`config.mk`:
```
export PLATFORM = sky130hd
export DESIGN_NAME = hw_loc_serializer
export DESIGN_NICKNAME = d
export VERILOG_FILES = /design/src/rtl/hw_loc_serializer.sv
export SDC_FILE = /design/constraint.sdc
export NUM_CORES = 1
export LEC_CHECK = 0
export CORE_ASPECT_RATIO = 1.1
export CORE_MARGIN = 5
export CORE_UTILIZATION = 51
export CTS_BUF_LIST = sky130_fd_sc_hd__clkbuf_4 sky130_fd_sc_hd__clkbuf_8
export CTS_CLUSTER_DIAMETER = 50
export DETAILED_ROUTE_END_ITERATION = 10
export GPL_ROUTABILITY_DRIVEN = 0
export GPL_TIMING_DRIVEN = 0
export PLACE_DENSITY_LB_ADDON = 0.25
export SLEW_MARGIN = 15
export SYNTH_ARGS = -nofsm -noshare
export SYNTH_HDL_FRONTEND = slang
export SYNTH_SLANG_ARGS = --single-unit
```
`constraint.sdc`:
```
create_clock -name clk -period 3.85 [get_ports clk]
set_clock_uncertainty 0.1 [all_clocks]
set_input_delay 0.9625 -clock clk [delete_from_list [all_inputs] [get_ports clk]]
set_output_delay 0.9625 -clock clk [all_outputs]
set_load 0.005 [all_outputs]
```
`src/rtl/hw_loc_serializer.sv`:
```
// hw_loc_serializer
// Captures one Hamming-weight result (count + packed set-bit locations) per
// input handshake and replays it as a "COUNT LOC0 LOC1 ..." beat stream on a
// valid/ready output. Only the first min(count, MAX_LOC) slots are emitted.
module hw_loc_serializer #(
    parameter int MAX_LOC = 32,
    parameter int LOC_W   = 10,
    parameter int CNT_W   = 11
) (
    input  logic                     clk,
    input  logic                     rst_n,
    input  logic                     in_valid,
    output logic                     in_ready,
    input  logic [CNT_W-1:0]         in_count,
    input  logic [MAX_LOC*LOC_W-1:0] in_loc,
    output logic                     out_valid,
    input  logic                     out_ready,
    output logic [CNT_W-1:0]         out_data,
    output logic                     out_is_count,
    output logic                     out_eof,
    output logic                     out_trunc
);

    // n needs to represent MAX_LOC itself; the slot index only 0..MAX_LOC-1
    localparam int N_W = $clog2(MAX_LOC + 1);
    localparam int S_W = (MAX_LOC > 1) ? $clog2(MAX_LOC) : 1;

    typedef enum logic [1:0] {
        IDLE = 2'd0,
        HDR  = 2'd1,
        LOC  = 2'd2
    } state_t;

    state_t           state_reg, state_next;
    logic [S_W-1:0]   slot_reg, slot_next;
    logic [N_W-1:0]   n_reg, n_next;
    logic [CNT_W-1:0] count_reg;
    logic [LOC_W-1:0] loc_reg [MAX_LOC];

    logic             capture;
    logic [N_W-1:0]   n_cap;

    // A new result may be taken when idle, or in the very cycle the last beat
    // of the current record is accepted (no bubble between records).
    assign in_ready = (state_reg == IDLE) | (out_valid & out_ready & out_eof);
    assign capture  = in_valid & in_ready;
    assign n_cap    = (in_count > CNT_W'(MAX_LOC)) ? N_W'(MAX_LOC) : in_count[N_W-1:0];

    // FSM state, slot index and emitted-location count
    always_ff @(posedge clk or negedge rst_n) begin
        if (!rst_n) begin
            state_reg <= IDLE;
            slot_reg  <= '0;
            n_reg     <= '0;
        end else begin
            state_reg <= state_next;
            slot_reg  <= slot_next;
            n_reg     <= n_next;
        end
    end

    // Captured count; pure datapath, only meaningful once a record is in flight
    always_ff @(posedge clk) begin
        if (capture) begin
            count_reg <= in_count;
        end
    end

    // One register per location slot so a whole result is latched in one cycle
    generate
        for (genvar gi = 0; gi < MAX_LOC; gi++) begin : g_slot
            // Latch slot gi on capture; isolates the record from later input changes
            always_ff @(posedge clk) begin
                if (capture) begin
                    loc_reg[gi] <= in_loc[gi*LOC_W +: LOC_W];
                end
            end
        end
    endgenerate

    // Output decode from registered state only, so out_valid never sees out_ready
    always_comb begin
        out_valid    = 1'b0;
        out_data     = '0;
        out_is_count = 1'b0;
        out_eof      = 1'b0;
        out_trunc    = 1'b0;
        case (state_reg)
            HDR: begin
                out_valid    = 1'b1;
                out_data     = count_reg;
                out_is_count = 1'b1;
                out_trunc    = (count_reg > CNT_W'(MAX_LOC));
                out_eof      = (n_reg == '0);
            end
            LOC: begin
                out_valid = 1'b1;
                out_data  = CNT_W'(loc_reg[slot_reg]);
                out_eof   = (N_W'(slot_reg) == (n_reg - N_W'(1)));
            end
            default: ;
        endcase
    end

    // Next-state: advance on accepted beats, chain straight into a new header on capture
    always_comb begin
        state_next = state_reg;
        slot_next  = slot_reg;
        n_next     = n_reg;
        case (state_reg)
            IDLE: begin
                if (capture) begin
                    state_next = HDR;
                end
            end
            HDR: begin
                if (out_ready) begin
                    if (n_reg != '0) begin
                        state_next = LOC;
                        slot_next  = '0;
                    end else begin
                        state_next = capture ? HDR : IDLE;
                    end
                end
            end
            LOC: begin
                if (out_ready) begin
                    if (out_eof) begin
                        state_next = capture ? HDR : IDLE;
                    end else begin
                        slot_next = slot_reg + S_W'(1);
                    end
                end
            end
            default: state_next = IDLE;
        endcase
        if (capture) begin
            n_next    = n_cap;
            slot_next = '0;
        end
    end

endmodule

```
==> flow_summary.toml <==
[layout]
seqCellArea_mm2 = 0.0103
syn2layout_area_growth_pct = 42.0
fill_cells = 1694
nets = 1394
drive_gt1_frac = 0.258
largest_reg_flops = 320
fin_util = 0.736
multi_input_area_mm2 = 0.00318

[sta]
rsz0062_at_grt = "true"
min_period_over_period = 1.04
max_freq_mhz = 251
slew_headroom = 0.487
slew_viol_final = 0
finalSetupTns_ns = -0.994
tightest_slew_ns = 0.769
setup_viol = 10
setup_ws_ns = -0.138
hold_violations = 0
period_minus_slack_ns = 3.99

[yosys]
avgSynthCellArea_um2 = 22.4
synth_nets = 949
yosysWarnings = 0
async_reset_ff_frac = 0.0378
synth_cell_types = 49
synthTopCellsByArea = "edfxtp_1, mux4_2, dfrtp_1, nand2_1, ha_1"
yosysMostFrequentCell = "edfxtp_1"
yosysTopAreaCellShare = 0.731
synth_common_cells = "edfxtp_1, mux4_2, nand2_1"
yosysTopAreaCell = "edfxtp_1"
synth_edf_count = 331
synth_ff_type = "edfxtp_1"
syn_area_mm2 = 0.0136
syn_inst = 607
seq_area_frac_synth = 0.755
ys_ff_latch = 344

[clock_tree]
numCtsBuffers = 54
cts.sink_count = 344
htreeDepth = 2
cts.hold.buffers_added = 0
clk_path_buf_depth = 3
clock_latency_ns = 0.55
cts_tree = "built"
cts_root_buf = "clkbuf_8"
path_clk_slew_ns = 0.06

[route]
drc_errors = 0
finalWirelength_um = 36700
antenna_left = 0
wl_met3_um = 3540
vias = 7892
wl_met2_um = 19100
top_layer = "met5"
drt-initial-drc-count = 622
first_pass_iters = 6
post_drt_wl_per_cell_um = 25.3
wl_met1_um = 13200
viasPerCell = 5.44

[floorplan]
row_count = 62
coreArea_mm2 = 0.0262
die-area_mm2 = 0.0300
initial_core_util = 0.518
chipWidth_um = 166
fp.dieH_um = 181
ios = 351

[placement]
port_buffers = 350
hpwl_um = 26300

[worst_setup_path]
crit_arrival_ns = 2.93
crit_fanout = 4
required_ns = 2.79
rr_worst_depth = 10
cp-start-kind = "flip-flop"
crit_type = "reg2out"
end_kind = "output port"

[hold_path]
holdPathStages = 1
min_path_type = "reg2reg"

[global_routing]
antenna_found_initial = 4
grt_usage = 0.243
overflow = 0
grt_max_degree = 77
grt_pass1_vias = 8606
grt_pass1_wl_um = 53400

[power_and_ir_drop]
ir_drop_uv = 366
leakage_nw = 6.51
powerDensity_mw_per_mm2 = 550

[run_status]
violations = "setup timing"
status = "finished, violations left"

[flow_run]
drv_cap = 0
==> worst max-delay path: stages (launching register included) <==
cell and delay, ns:
dfrtp_2 0.44, buf_12 0.15, buf_16 0.13, buf_8 0.12
buf_6 0.11, mux4_2 0.40, mux4_2 0.51, a22oi_2 0.28
nand2_1 0.10, buf_6 0.13
==> repair_timing <==
item                                    4_1_cts  5_1_grt
endpoints found under the setup margin      164       11
gates cloned                                  6        0
pin swaps                                    20        4
setup buffers                                23        9
resized for setup                           125        5
==> area by class of cell <==
class / count / share of cell area
diodes: 3 / 0.000389
plain buffers: 28 / 0.0167
clock buffers: 70 / 0.0454
clock inverters: 29 / 0.00681
inverters: 10 / 0.00194
multi-input cells: 224 / 0.165
flip-flops and latches: 344 / 0.532
well taps: 352 / 0.0228
repair buffers: 390 / 0.209
==> cells in the final DEF, fill, tap and decap left out, types with 3 or more instances in the layout <==
cell,n
dfrtp_1,12
clkbuf_2,3
clkdlybuf4s50_1,338
clkbuf_8,57
a22oi_2,9
buf_2,11
clkbuf_1,3
a31oi_1,5
nor3_1,4
o211ai_1,3
nand3_1,6
buf_6,9
bufbuf_16,3
ha_1,7
inv_1,10
clkbuf_4,17
mux4_2,100
o21ai_0,3
nand2_1,33
clkinv_1,14
clkinv_2,14
buf_12,15
nor2_1,4
buf_4,21
or4_1,4
diode_2,3
buf_16,6
edfxtp_1,331
xnor2_1,5
mux2i_1,4
==> kinds of logic (layout without fill, tap and decap cells) <==
kind of cell             after synthesis  count (layout)  share of synthesized area
XOR/XNOR                               6               6                    0.00387
adder cells (fa/ha/maj)                7               7                    0.00644
AND/OR/NAND/NOR                       66              66                     0.0248
flip-flops                           344             344                      0.755
other                                  0               3                          0
buffers and inverters                 39             527                     0.0151
AO/OA/AOI/OAI                         38              38                     0.0231
multiplexers                         107             107                      0.171
==> power by group <==
group / internal (W) / total [W] / switching, W
clock: 0.00149 / 0.00284 / 0.00135
sequential: 0.00503 / 0.00523 / 0.000194
combinational: 0.00140 / 0.00255 / 0.00115
==> routing by layer <==
| metal | global-route usage | vias to the layer above |
|---|---|---|
| met3 | 0.0778 | 56 |
| met1 | 0.297 | 3944 |
| met5 | 0 | - |
| li1 | - | 3488 |
| met4 | 0.0637 | 2 |
| met2 | 0.424 | 402 |
==> per-stage QoR <==
stage / hold slack [ns] / instances / setup WS, ns / instance area, µm² / total power (W)
3_3_place_gp: 0.483 / 1309 / -0.818 / 17500 / 0.00740
5_1_grt: 0.517 / 1450 / -0.248 / 19300 / 0.0111
2_1_floorplan: 0.425 / 607 / 0.526 / 13600 / 0.00648
4_1_cts: 0.495 / 1438 / -0.191 / 19200 / 0.0107
6_report: 0.488 / 1450 / -0.138 / 19300 / 0.0106
3_5_place_dp: 0.481 / 1311 / -0.799 / 17600 / 0.00748
==> path summary, 6_finish.rpt <==
kind | end | from | slack [ns]
min in group asynchronous | n_reg[3] | rst_n | 0.69
max in group asynchronous | slot_reg[0] | rst_n | 2.54
max | out_data[2] | slot_reg[0] | -0.14
max reg2reg | loc_reg[21][4] | n_reg[0] | 0.20
min reg2reg | n_reg[5] | n_reg[5] | 0.49
min | n_reg[5] | n_reg[5] | 0.49
Power figures use the tool's default switching activity.
